### src/rtl/axi_rd_responder.sv
// axi_rd_responder: AXI read-channel slave in front of a single-port SRAM
// with one cycle of read latency. Each beat takes 3 cycles: ADDR drives the
// SRAM, WAIT captures the returned word, and RESP presents it until it is
// accepted. Supported bursts are FIXED and INCR over a 14-bit word address
// that wraps at 2^14.
// Optional feature macro: RD_ERR_CHECK_EN. When it is defined, requests with
// ARSIZE != 4 bytes or a burst type of 2'b10/2'b11 are answered with SLVERR
// beats and the SRAM is not accessed. When it is undefined, ARSIZE is
// ignored and burst types 2'b10/2'b11 behave as INCR.
module axi_rd_responder #(
    parameter int unsigned AXI_IDS_BITS = 8
) (
    input  logic                    clk,
    input  logic                    rstn,
    input  logic [AXI_IDS_BITS-1:0] ARID,
    input  logic [31:0]             ARADDR,
    input  logic [3:0]              ARLEN,
    input  logic [2:0]              ARSIZE,
    input  logic [1:0]              ARBURST,
    input  logic                    ARVALID,
    output logic                    ARREADY,
    output logic [AXI_IDS_BITS-1:0] RID,
    output logic [31:0]             RDATA,
    output logic [1:0]              RRESP,
    output logic                    RLAST,
    output logic                    RVALID,
    input  logic                    RREADY,
    output logic                    mem_cs,
    output logic                    mem_oe,
    output logic [13:0]             mem_addr,
    input  logic [31:0]             mem_dout
);

    localparam int unsigned WA_W   = 14;
    localparam int unsigned LEN_W  = 4;
    localparam int unsigned DATA_W = 32;
    localparam logic [1:0]  RESP_OKAY   = 2'b00;
    localparam logic [1:0]  RESP_SLVERR = 2'b10;

    typedef enum logic [1:0] {
        IDLE = 2'd0,
        ADDR = 2'd1,
        WAIT = 2'd2,
        RESP = 2'd3
    } state_t;

    state_t            state;
    logic [WA_W-1:0]   addr_q;
    logic [LEN_W-1:0]  len_q;
    logic [LEN_W-1:0]  beat_cnt;
    logic              incr_q;
    logic              err_q;
    logic [WA_W-1:0]   next_addr;
    logic              req_err;
    logic              req_incr;
    logic              unused_bits;

    // Request classification: legality check and burst type decode.
`ifdef RD_ERR_CHECK_EN
    assign req_err     = (ARSIZE != 3'b010) || ARBURST[1];
    assign req_incr    = (ARBURST == 2'b01);
    assign unused_bits = ^{ARADDR[31:16], ARADDR[1:0]};
`else
    assign req_err     = 1'b0;
    assign req_incr    = (ARBURST != 2'b00);
    assign unused_bits = ^{ARSIZE, ARADDR[31:16], ARADDR[1:0]};
`endif

    // Accept requests only while idle, independent of ARVALID.
    assign ARREADY = (state == IDLE);

    // Word address of the following beat; INCR wraps naturally at 2^14.
    always_comb begin
        next_addr = addr_q;
        if (incr_q) begin
            next_addr = addr_q + WA_W'(1);
        end
    end

    // Beat sequencer with registered AXI and SRAM outputs.
    always_ff @(posedge clk or negedge rstn) begin
        if (!rstn) begin
            state    <= IDLE;
            addr_q   <= '0;
            len_q    <= '0;
            beat_cnt <= '0;
            incr_q   <= 1'b0;
            err_q    <= 1'b0;
            RID      <= '0;
            RDATA    <= '0;
            RRESP    <= RESP_OKAY;
            RLAST    <= 1'b0;
            RVALID   <= 1'b0;
            mem_cs   <= 1'b0;
            mem_oe   <= 1'b0;
            mem_addr <= '0;
        end else begin
            case (state)
                IDLE: begin
                    if (ARVALID && ARREADY) begin
                        RID      <= ARID;
                        addr_q   <= ARADDR[15:2];
                        len_q    <= ARLEN;
                        incr_q   <= req_incr;
                        err_q    <= req_err;
                        beat_cnt <= '0;
                        mem_cs   <= ~req_err;
                        mem_oe   <= ~req_err;
                        mem_addr <= ARADDR[15:2];
                        state    <= ADDR;
                    end
                end
                ADDR: begin
                    mem_cs <= 1'b0;
                    mem_oe <= 1'b0;
                    state  <= WAIT;
                end
                WAIT: begin
                    RDATA  <= err_q ? DATA_W'(0) : mem_dout;
                    RRESP  <= err_q ? RESP_SLVERR : RESP_OKAY;
                    RLAST  <= (beat_cnt == len_q);
                    RVALID <= 1'b1;
                    state  <= RESP;
                end
                RESP: begin
                    if (RREADY) begin
                        RVALID <= 1'b0;
                        RLAST  <= 1'b0;
                        if (RLAST) begin
                            state <= IDLE;
                        end else begin
                            beat_cnt <= beat_cnt + LEN_W'(1);
                            addr_q   <= next_addr;
                            mem_addr <= next_addr;
                            mem_cs   <= ~err_q;
                            mem_oe   <= ~err_q;
                            state    <= ADDR;
                        end
                    end
                end
                default: state <= IDLE;
            endcase
        end
    end

endmodule

### config.mk
export PLATFORM = sky130hd
export DESIGN_NAME = axi_rd_responder
export DESIGN_NICKNAME = d
export VERILOG_FILES = /design/src/rtl/axi_rd_responder.sv
export SDC_FILE = /design/constraint.sdc
export NUM_CORES = 1
export LEC_CHECK = 0
export ABC_CLOCK_PERIOD_IN_PS = 2450
export CAP_MARGIN = 20
export CORE_MARGIN = 5
export CORE_UTILIZATION = 42
export CTS_CLUSTER_SIZE = 16
export DETAILED_ROUTE_END_ITERATION = 8
export GPL_TIMING_DRIVEN = 0
export PLACE_DENSITY = 0.89
export SETUP_SLACK_MARGIN = 0.5
export SYNTH_ARGS = -nofsm -noshare
export SYNTH_HDL_FRONTEND = slang
export SYNTH_SLANG_ARGS = --single-unit
### constraint.sdc
create_clock -name clk -period 2.45 [get_ports clk]
set_input_delay 0.245 -clock clk [delete_from_list [all_inputs] [get_ports clk]]
set_output_delay 0.245 -clock clk [all_outputs]
set_load 0.02 [all_outputs]
==> results.cfg, run 1 <==
[pwr]
power_density_nw_per_um2 = 1507
total_leakage_power_nw = 2.009
intPower_mw = 4.365
power_switching_mw = 2.854
power.share.combinational_pct = 56.4
pwr-share-seq_pct = 29.8
vdd_ir_drop_max_v = 0.0006719
p_sw_share_pct = 39.53
power.share.clock_pct = 13.8

[layout]
n_fill_cell = 565
seqCellArea_um2 = 1704
multiInputGateArea_um2 = 1376
fin_area_um2 = 4791
drive_gt1_share_pct = 22.79
antenna_cells = 0
finalNetCount = 496
finalNonFillerCells = 507
synthToLayoutAreaGrowth_pct = 49.92

[routing]
totalWireLength_mm = 8.091
drc_errors = 0
firstDrtPassIters = 4
avgViaCountPerCell = 5.085
antenna_left = 0
dr.first_iter.drc_count = 88
wl_per_cell_um = 15.96
via_count = 2578

[sta]
finalSetupTns_ns = 0
rsz0062_at_grt = no
period_minus_slack_ns = 1.840
setup_viol = 0
finalCritPeriodShare_pct = 75.09
slew_headroom_pct = 42.41
clock.fmax_ghz = 0.5436
fin_skew_ns = 0.005642
worstMarginPinSlew_ns = 0.8639
finalHoldViolCount = 0
slew_viol_final = 0
setup_slack_ns = 0.6104

[grt]
grt_use_met1_pct = 20.92
grt-ovfl-total = 0
grtUsageTotal_pct = 17.46
antenna_found_initial = 0
grt_pass1_vias = 2770
grt_max_degree = 69
busiest_layer = met2
grt_pass1_wl_mm = 13.50
met2_usage_pct = 30.41
grtUsageMet3_pct = 4.594

[cts]
clock-sinks = 68
cts_tree = yes
clock-root-buffer = clkbuf_8
clk_latency_ns = 0.33
cts-buffers-inserted = 9
path_clk_slew_ns = 0.08
htree_levels = 3
clk_path_buf_depth = 2

[floorplan]
die_width_um = 97.23
num_rows = 31
fp.dieH_um = 97.23
design.portCount = 146
core_um2 = 7331
start_util_pct = 43.59
die_area_um2 = 9453

[setup_path]
reg2reg_to = RDATA[18]$_DFFE_PN0P_
arrival_ns = 2.06
crit_type = flip-flop to flip-flop
crit_required_ns = 2.67
rr_startpoint = state[0]$_DFFE_PN0P_
critPathCaptureType = flip-flop
crit_start = state[0]$_DFFE_PN0P_
crit_path_start_kind = flip-flop
reg2reg_slack_ns = 0.61
critical_path_peak_fanout = 10
r2r_cells = 5

[logic_synthesis]
avgSynthCellArea_um2 = 11.97
netlist_area_um2 = 3196
syn_inst = 267
synth_cell_types = 39
ys_top_cells_by_count = dfrtp_1 (68), mux2_2 (45), nand2_1 (20)
ys.warnings.count = 0
yosysMostFrequentCell = dfrtp_1
synth-seq-cells = 68
synth_edf_count = 0
synth_flop_cell = dfrtp_1
yosys.area.top_type = dfrtp_1
ys_top_cells_by_area = dfrtp_1 (53%), mux2_2 (16%), ha_1 (3.1%), a2bb2oi_2 (2.8%), nand2_1 (2.3%)
synthArstFlopShare_pct = 100.0
ys_seq_area_share_pct = 53.25
synth_top_area_share_pct = 53.25

[placed_design]
dp_hpwl_mm = 6.136
place_area_um2 = 4542
port_buffers = 122
dp.cells = 489
finalWeightedCongestion = 0.7919
place_ws_ns = 0.4078

[run_status]
status = completed

[hold_path]
hold_path.class = primary input to asynchronous set/reset pin

[job]
max-cap-violations = 0
==> worst max-delay path by stage <==
stage	end	slack, ns	cells after the start
floorplan	addr_q[12]$_DFFE_PN0P_	0.59	8
detailed placement	RDATA[18]$_DFFE_PN0P_	0.41	5
CTS	addr_q[10]$_DFFE_PN0P_	0.50	8
global placement	len_q[3]$_DFFE_PN0P_	-1.14	1
finish	RDATA[18]$_DFFE_PN0P_	0.61	5
global route	addr_q[10]$_DFFE_PN0P_	0.50	8
==> kinds of logic after synthesis <==
kind of cell / count (synthesis) / synth area share, %
XOR/XNOR: 4 / 1.096
buffers and inverters: 25 / 4.033
flip-flops: 68 / 53.25
multiplexers: 49 / 17.11
other: 1 / 0.1174
AND/OR/NAND/NOR: 54 / 7.831
adder cells (fa/ha/maj): 8 / 3.132
AO/OA/AOI/OAI: 58 / 13.43
==> repair_timing <==
| item | 4_1_cts | 5_1_grt |
|---|---|---|
| gates resized for setup | 5 | 5 |
| setup buffers | 0 | 2 |
| pin swaps | 0 | 1 |
| endpoints found under the setup margin | 29 | 22 |
| hold buffers | 0 | 0 |
==> registers in the layout (all words and copies together), names as in the netlist <==
register and flops:
len_q 4, mem_oe 1, incr_q 1, RLAST 1, RDATA 32, beat_cnt 4, RVALID 1, addr_q 14
state 2, RID 8
==> layout by cell type, fill, tap and decap left out, drive strengths merged <==
cell,instances
buf,16
conb,2
a2bb2oi,8
mux2,45
bufinv,2
mux2i,4
a221oi,1
o22ai,9
nand4b,1
or3b,1
o32ai,1
nand3,8
dfrtp,68
clkbuf,13
dlygate4sd2,1
xor2,4
or2,1
a211o,2
nor3,3
nand3b,1
a211oi,1
clkdlybuf4s50,120
a21oi,16
nor2,12
nand2,20
nor4,1
a22oi,2
nand4,3
and3,2
clkinv,4
o31ai,2
nand2b,1
inv,8
o21ai,14
ha,8
a21o,2
clkinvlp,1
==> metal layers <==
layer,routed length (um),share of wire [%]
met5,0,0
met3,514,6.4
met1,3406,42
met2,4055,50
met4,114,1.4
==> final cells by class <==
type                       count  share of cell area (%)
buffer                        17                   2.272
multi-input combinational    175                   28.73
inverter                       8                  0.6268
clock inverter                 7                   1.907
clock buffer                   9                   2.586
sequential                    68                   35.57
tap                           99                   2.586
timing repair buffer         124                   25.72
==> per-stage QoR <==
stage	utilization (%)	hold WS, ns	total power [mW]
after global routing	65.35	0.09505	7.662
after detailed placement	61.96	0.4160	6.181
after CTS	65.06	0.05038	7.234
after floorplan	-	-0.05059	4.588
final	65.35	0.01334	7.218
after global placement	61.99	0.4872	6.033
==> critical path: stages (launching register included) <==
cell and delay, ns:
dfrtp_2 0.44, inv_1 0.14, ha_1 0.16, clkbuf_1 0.27
buf_2 0.33, mux2_2 0.38
==> power groups by stage <==
stage                     Sequential, mW  Clock (mW)  Combinational (mW)
after floorplan                     2.68           0                1.91
after global placement              2.11           0                3.92
after detailed placement            2.17           0                4.01
after CTS                           2.15        1.02                4.06
after global routing                2.23        1.07                4.36
final                               2.15       0.998                4.07
Note: power is estimated with default switching activity, not from simulation.
==> run 2: changes to the inputs <==
Settings changed: ABC_CLOCK_PERIOD_IN_PS 2450 to 1700.
Clock period 2.45 ns to 1.7 ns, I/O delays scaled along.
==> run 2 against run 1 <==
Sequential power increased by 49%. Final cell count rose by 6.9%. Design area rose by 11%. Critical path depth is 4 higher. Critical path type unchanged. Power is 71% higher. Worst setup slack worse by 0.59 ns. Via count grew 12%. Combinational power rose by 85%. Clock-buffer cell count is 1 higher. Core utilization rose by 7.4 points. Fmax increased by 9.3%.
==> results.cfg, run 2 (synthesis gave the netlist of run 1 again) <==
[setup_path]
critical_path_peak_fanout = 6
arrival_ns = 1.95
worst_path_most_repeated_cell = buf_6
cp_top_family = flip-flops
crit_chain = inv_2 > ha_4 > inv_4 > o22ai_4 > buf_6 > buf_6 > a21o_1 > nand2_1 > o21ai_1
crit_required_ns = 1.96
crit_type = flip-flop to flip-flop
slowest_delay_ns = 0.45
crit_path_start_kind = flip-flop
slowest_stage = dfrtp_2
critPathCaptureType = flip-flop
cp_num_buf_inv = 4

[grt]
grtUsageTotal_pct = 22.53
grt_pass1_wl_mm = 17.03
grt-ovfl-total = 0
grt_max_degree = 69
antenna_found_initial = 0
grt_pass1_vias = 3090

[pwr]
total_leakage_power_nw = 2.380
power_density_nw_per_um2 = 2318
vdd_ir_drop_max_v = 0.001089

[cts]
cts_tree = yes
clk_path_buf_depth = 2
cts-buffers-inserted = 9
htree_levels = 3
clock-sinks = 68
path_clk_slew_ns = 0.08
clock-root-buffer = clkbuf_8
clk_latency_ns = 0.34

[sta]
finalCritPeriodShare_pct = 99.01
finalSetupTns_ns = 0
slew_headroom_pct = 58.94
rsz0062_at_grt = yes
worstMarginPinSlew_ns = 0.6159
setup_viol = 0
clock.fmax_ghz = 0.5941
period_minus_slack_ns = 1.683
slew_viol_final = 0
finalHoldViolCount = 0
fin_skew_ns = 0.004548

[hold_path]
hold_path.class = primary input to asynchronous set/reset pin

[layout]
finalNonFillerCells = 542
final_common_cell = clkdlybuf4s50_1
reg_top3 = RDATA (32), addr_q (14), RID (8)
synthToLayoutAreaGrowth_pct = 66.84
largest_reg_flops = 32
drive_gt1_share_pct = 50.34
finalNetCount = 531
final_cell_mix = clkdlybuf4s50_1 (62), dfrtp_1 (56), buf_6 (29), mux2_2 (29), buf_2 (26)
largest-register = RDATA
antenna_cells = 0

[routing]
firstDrtPassIters = 4
avgViaCountPerCell = 5.336
drc_errors = 0
via_count = 2892
dr.first_iter.drc_count = 163
antenna_left = 0
wl_per_cell_um = 20.38
totalWireLength_mm = 11.04

[placed_design]
dp.cells = 489
dp_hpwl_mm = 6.561
finalWeightedCongestion = 0.9001
port_buffers = 122

[floorplan]
fp.dieH_um = 97.23
die_width_um = 97.23
start_util_pct = 43.59
die_area_um2 = 9453
design.portCount = 146
num_rows = 31
core_um2 = 7331

[job]
max-cap-violations = 0

[run_status]
status = completed
run 2: cell count changes in the layout (fill, tap and decap cells not counted), moves of 5 or more:
cell / before / now
mux2_2: 45 / 29
buf_4: 7 / 16
clkdlybuf4s15_2: 0 / 9
clkdlybuf4s50_1: 120 / 62
dfrtp_1: 66 / 56
mux2_4: 0 / 16
o21ai_0: 8 / 3
buf_2: 5 / 26
clkbuf_2: 1 / 23
buf_6: 3 / 29
dfrtp_2: 2 / 12
run 2: area by class of cell:
class / count / area [um^2]
plain buffers: 17 / 191.4
clock buffers: 10 / 127.6
clock inverters: 6 / 112.6
fillers: 467 / 1999
inverters: 8 / 32.53
multi-input cells: 175 / 1577
flip-flops and latches: 68 / 1717
well taps: 99 / 123.9
repair buffers: 159 / 1450
run 2: repair_timing:
item                                    CTS  global route
setup buffers                            27             4
endpoints found under the setup margin  127           177
gates cloned                              4             1
hold endpoints to repair                 68             0
pin swaps                                11             1
hold buffers                              1             0
resized for setup                       224            60
run 2: layer usage:
layer,wire length (um),up-vias,GRT usage (%)
met5,0,-,0
met4,208,0,5.112
met3,710,22,5.312
met2,5665,147,39.76
met1,4459,1426,28.01
li1,-,1297,-
run 2: through the flow:
| stage | instance area [um^2] | hold slack [ns] | utilization (%) | setup slack [ns] | power [mW] |
|---|---|---|---|---|---|
| after floorplan | 3344 | -0.1256 | - | 0.1527 | 7.039 |
| after global placement | 4690 | 0.4876 | 63.97 | -2.013 | 9.148 |
| after detailed placement | 4687 | 0.3390 | 63.94 | -0.09236 | 9.402 |
| after CTS | 5451 | 0.4285 | 74.36 | 0.01884 | 12.15 |
| after global routing | 5331 | 0.4178 | 72.73 | -0.08174 | 12.96 |
| final | 5331 | 0.3905 | 72.73 | 0.01675 | 12.36 |
run 2: final timing paths:
| path | startpoint | slack, ns | depth (start not counted) | endpoint |
|---|---|---|---|---|
| max | state[0]$_DFFE_PN0P_ | 0.02 | 9 | beat_cnt[2]$_DFFE_PN0P_ |
| min | rstn | 0.39 | 2 | RID[4]$_DFFE_PN0P_ |
| max reg2reg | state[0]$_DFFE_PN0P_ | 0.02 | 9 | beat_cnt[2]$_DFFE_PN0P_ |
| min reg2reg | RDATA[17]$_DFFE_PN0P_ | 0.51 | 1 | RDATA[17]$_DFFE_PN0P_ |
| max in group asynchronous | rstn | 0.84 | 2 | addr_q[6]$_DFFE_PN0P_ |
| min in group clk | ARID[2] | 0.43 | 2 | RID[2]$_DFFE_PN0P_ |
run 2: worst register-to-register path, cell delays in order, from the launching register on:
cell and delay (ns):
dfrtp_2 0.45, inv_2 0.11, ha_4 0.18, inv_4 0.05, o22ai_4 0.17, buf_6 0.15
buf_6 0.13, a21o_1 0.17, nand2_1 0.10, o21ai_1 0.10
run 2: where the power goes:
part	internal (mW)	switching [mW]	total [mW]
Clock	0.978	0.668	1.65
Sequential	2.48	0.719	3.20
Combinational	3.88	3.63	7.51
==> run 3: changes to the inputs <==
Settings changed: REMOVE_ABC_BUFFERS set to 1.
==> run 3 against run 2 <==
The flow now finishes with violations (negative setup slack). Sequential power shrank 2%. Design area grew 1.5%. Sequential cell count is the same. Power grew 1.1%. First-iteration DRC count shrank 40%. Via count shrank 1.5%. Critical path depth is the same. Worst hold slack gained 0.0044 ns. Register-to-register slack lost 0.08 ns. Sequential share of layout area shrank 0.54 points. Critical path type unchanged. Largest cell class unchanged. Largest power group unchanged.
==> results.cfg, run 3 (synthesis gave the netlist of run 1 again) <==
[layout]
antenna_cells = 0
final_common_cell = clkdlybuf4s50_1
reg_top3 = RDATA (32), addr_q (14), RID (8)
largest_reg_flops = 32
final_cell_mix = clkdlybuf4s50_1 (62), dfrtp_1 (59), clkbuf_2 (27), buf_4 (27), mux2_2 (25)
drive_gt1_share_pct = 50.11
post-route-util_pct = 73.80
synthToLayoutAreaGrowth_pct = 69.30
fin_area_um2 = 5410
finalNetCount = 527
multiInputGateArea_um2 = 1650
largest-register = RDATA
n_fill_cell = 456
seqCellArea_um2 = 1713

[sta]
fin_skew_ns = 0.006737
finalHoldViolCount = 0
setup_viol = 17
period_minus_slack_ns = 1.766
finalCritPeriodShare_pct = 103.9
slew_headroom_pct = 59.25
setup_slack_ns = -0.06624
slew_viol_final = 0
rsz0062_at_grt = yes
worstMarginPinSlew_ns = 0.6112
clock.fmax_ghz = 0.5662

[placed_design]
place_ws_ns = -1.138
finalWeightedCongestion = 0.8248
place_area_um2 = 4473
dp_hpwl_mm = 5.671
port_buffers = 122

[floorplan]
design.portCount = 146
die_area_um2 = 9453
start_util_pct = 43.59
num_rows = 31
die_width_um = 97.23
fp.dieH_um = 97.23
core_um2 = 7331

[setup_path]
cp_num_buf_inv = 4
crit_type = flip-flop to flip-flop
worst_path_most_repeated_cell = inv_4
critPathCaptureType = flip-flop
crit_chain = inv_4 > ha_4 > inv_4 > o22ai_4 > buf_12 > a211oi_4 > buf_4 > o21ai_2 > a22oi_2
slowest_stage = dfrtp_2
crit_path_start_kind = flip-flop
cp_top_family = compound AO/OA/AOI/OAI gates
crit_required_ns = 1.96
slowest_delay_ns = 0.45
critical_path_peak_fanout = 8
arrival_ns = 2.02

[pwr]
power_density_nw_per_um2 = 2309
vdd_ir_drop_max_v = 0.001278
total_leakage_power_nw = 2.400
total_power_mw = 12.49

[cts]
cts_tree = yes
path_clk_slew_ns = 0.08
clock-sinks = 68
clock-root-buffer = clkbuf_8
htree_levels = 3
cts-buffers-inserted = 9
clk_path_buf_depth = 2
clk_latency_ns = 0.34

[routing]
firstDrtPassIters = 4
avgViaCountPerCell = 5.296
antenna_left = 0
dr.first_iter.drc_count = 97
wl_per_cell_um = 19.21
drc_errors = 0
totalWireLength_mm = 10.34
via_count = 2849

[grt]
grtUsageTotal_pct = 20.52
grt_pass1_wl_mm = 15.63
antenna_found_initial = 0
grt_max_degree = 69
grt_pass1_vias = 2984
grt-ovfl-total = 0

[run_status]
violations = negative setup slack
status = finished, violations left

[job]
max-cap-violations = 0

[hold_path]
hold_path.class = primary input to asynchronous set/reset pin
## run 3: cell types whose count changed in the layout (fill, tap and decap cells not counted), moves of 4 or more
cell and change:
buf_2 -17, buf_6 -12, buf_4 +11, clkdlybuf4s15_1 +5, clkbuf_2 +4, mux2_2 -4, mux2_4 +4
## run 3: worst reg2reg max path, cell delays in order, from the launching register on
cell,delay [ns]
dfrtp_2,0.45
inv_4,0.07
ha_4,0.18
inv_4,0.07
o22ai_4,0.08
buf_12,0.16
a211oi_4,0.29
buf_4,0.18
o21ai_2,0.05
a22oi_2,0.14
## run 3: worst paths after layout
kind                       slack (ns)                   from                     end  cells after the start
setup reg to reg                -0.07   state[0]$_DFFE_PN0P_   addr_q[2]$_DFFE_PN0P_                      9
setup / recovery                -0.07   state[0]$_DFFE_PN0P_   addr_q[2]$_DFFE_PN0P_                      9
hold / removal                   0.39                   rstn    RDATA[2]$_DFFE_PN0P_                      2
max in group asynchronous        0.84                   rstn    state[1]$_DFFE_PN0P_                      2
min in group clk                 0.45             ARADDR[15]  addr_q[13]$_DFFE_PN0P_                      3
hold reg to reg                  0.51  RDATA[25]$_DFFE_PN0P_   RDATA[25]$_DFFE_PN0P_                      1
## run 3: timing repair
action / 4_1_cts / 5_1_grt
cloned: 5 / 0
gates resized for setup: 213 / 80
endpoints found under the setup margin: 127 / 152
endpoints found under the hold margin: 68 / 0
pin swaps: 9 / 6
hold buffers: 1 / 0
buffers inserted: 35 / 8
## run 3: routing by layer
metal / global-route usage (%) / up-vias / wire length [um]
met4: 7.029 / 0 / 188
met2: 36.41 / 133 / 5197
met3: 5.528 / 18 / 656
met1: 23.87 / 1403 / 4294
met5: 0 / - / 0
li1: - / 1295 / -
## run 3: report_power, final
group          switching (mW)  total [mW]  internal, mW
Clock                   0.646        1.51         0.867
Combinational            3.72        7.85          4.13
Sequential              0.656        3.13          2.47
Total                    5.02        12.5          7.47
## run 3: layout make-up
cell class	instances	share of cell area, %
clock buffer	10	2.544
timing repair buffer	171	30.64
multi-input combinational	176	30.50
tap	99	2.290
sequential	68	31.66
inverter	8	0.7401
clock inverter	6	1.619
## run 3: per-stage QoR
stage               setup TNS (ns)  instances  hold WS, ns
floorplan                   -28.99        251      -0.1256
global placement           -175.87        472       0.4870
detailed placement          -25.31        473       0.3351
CTS                              0        530       0.4254
global route                -1.237        538       0.4257
finish                     -0.6689        538       0.3949
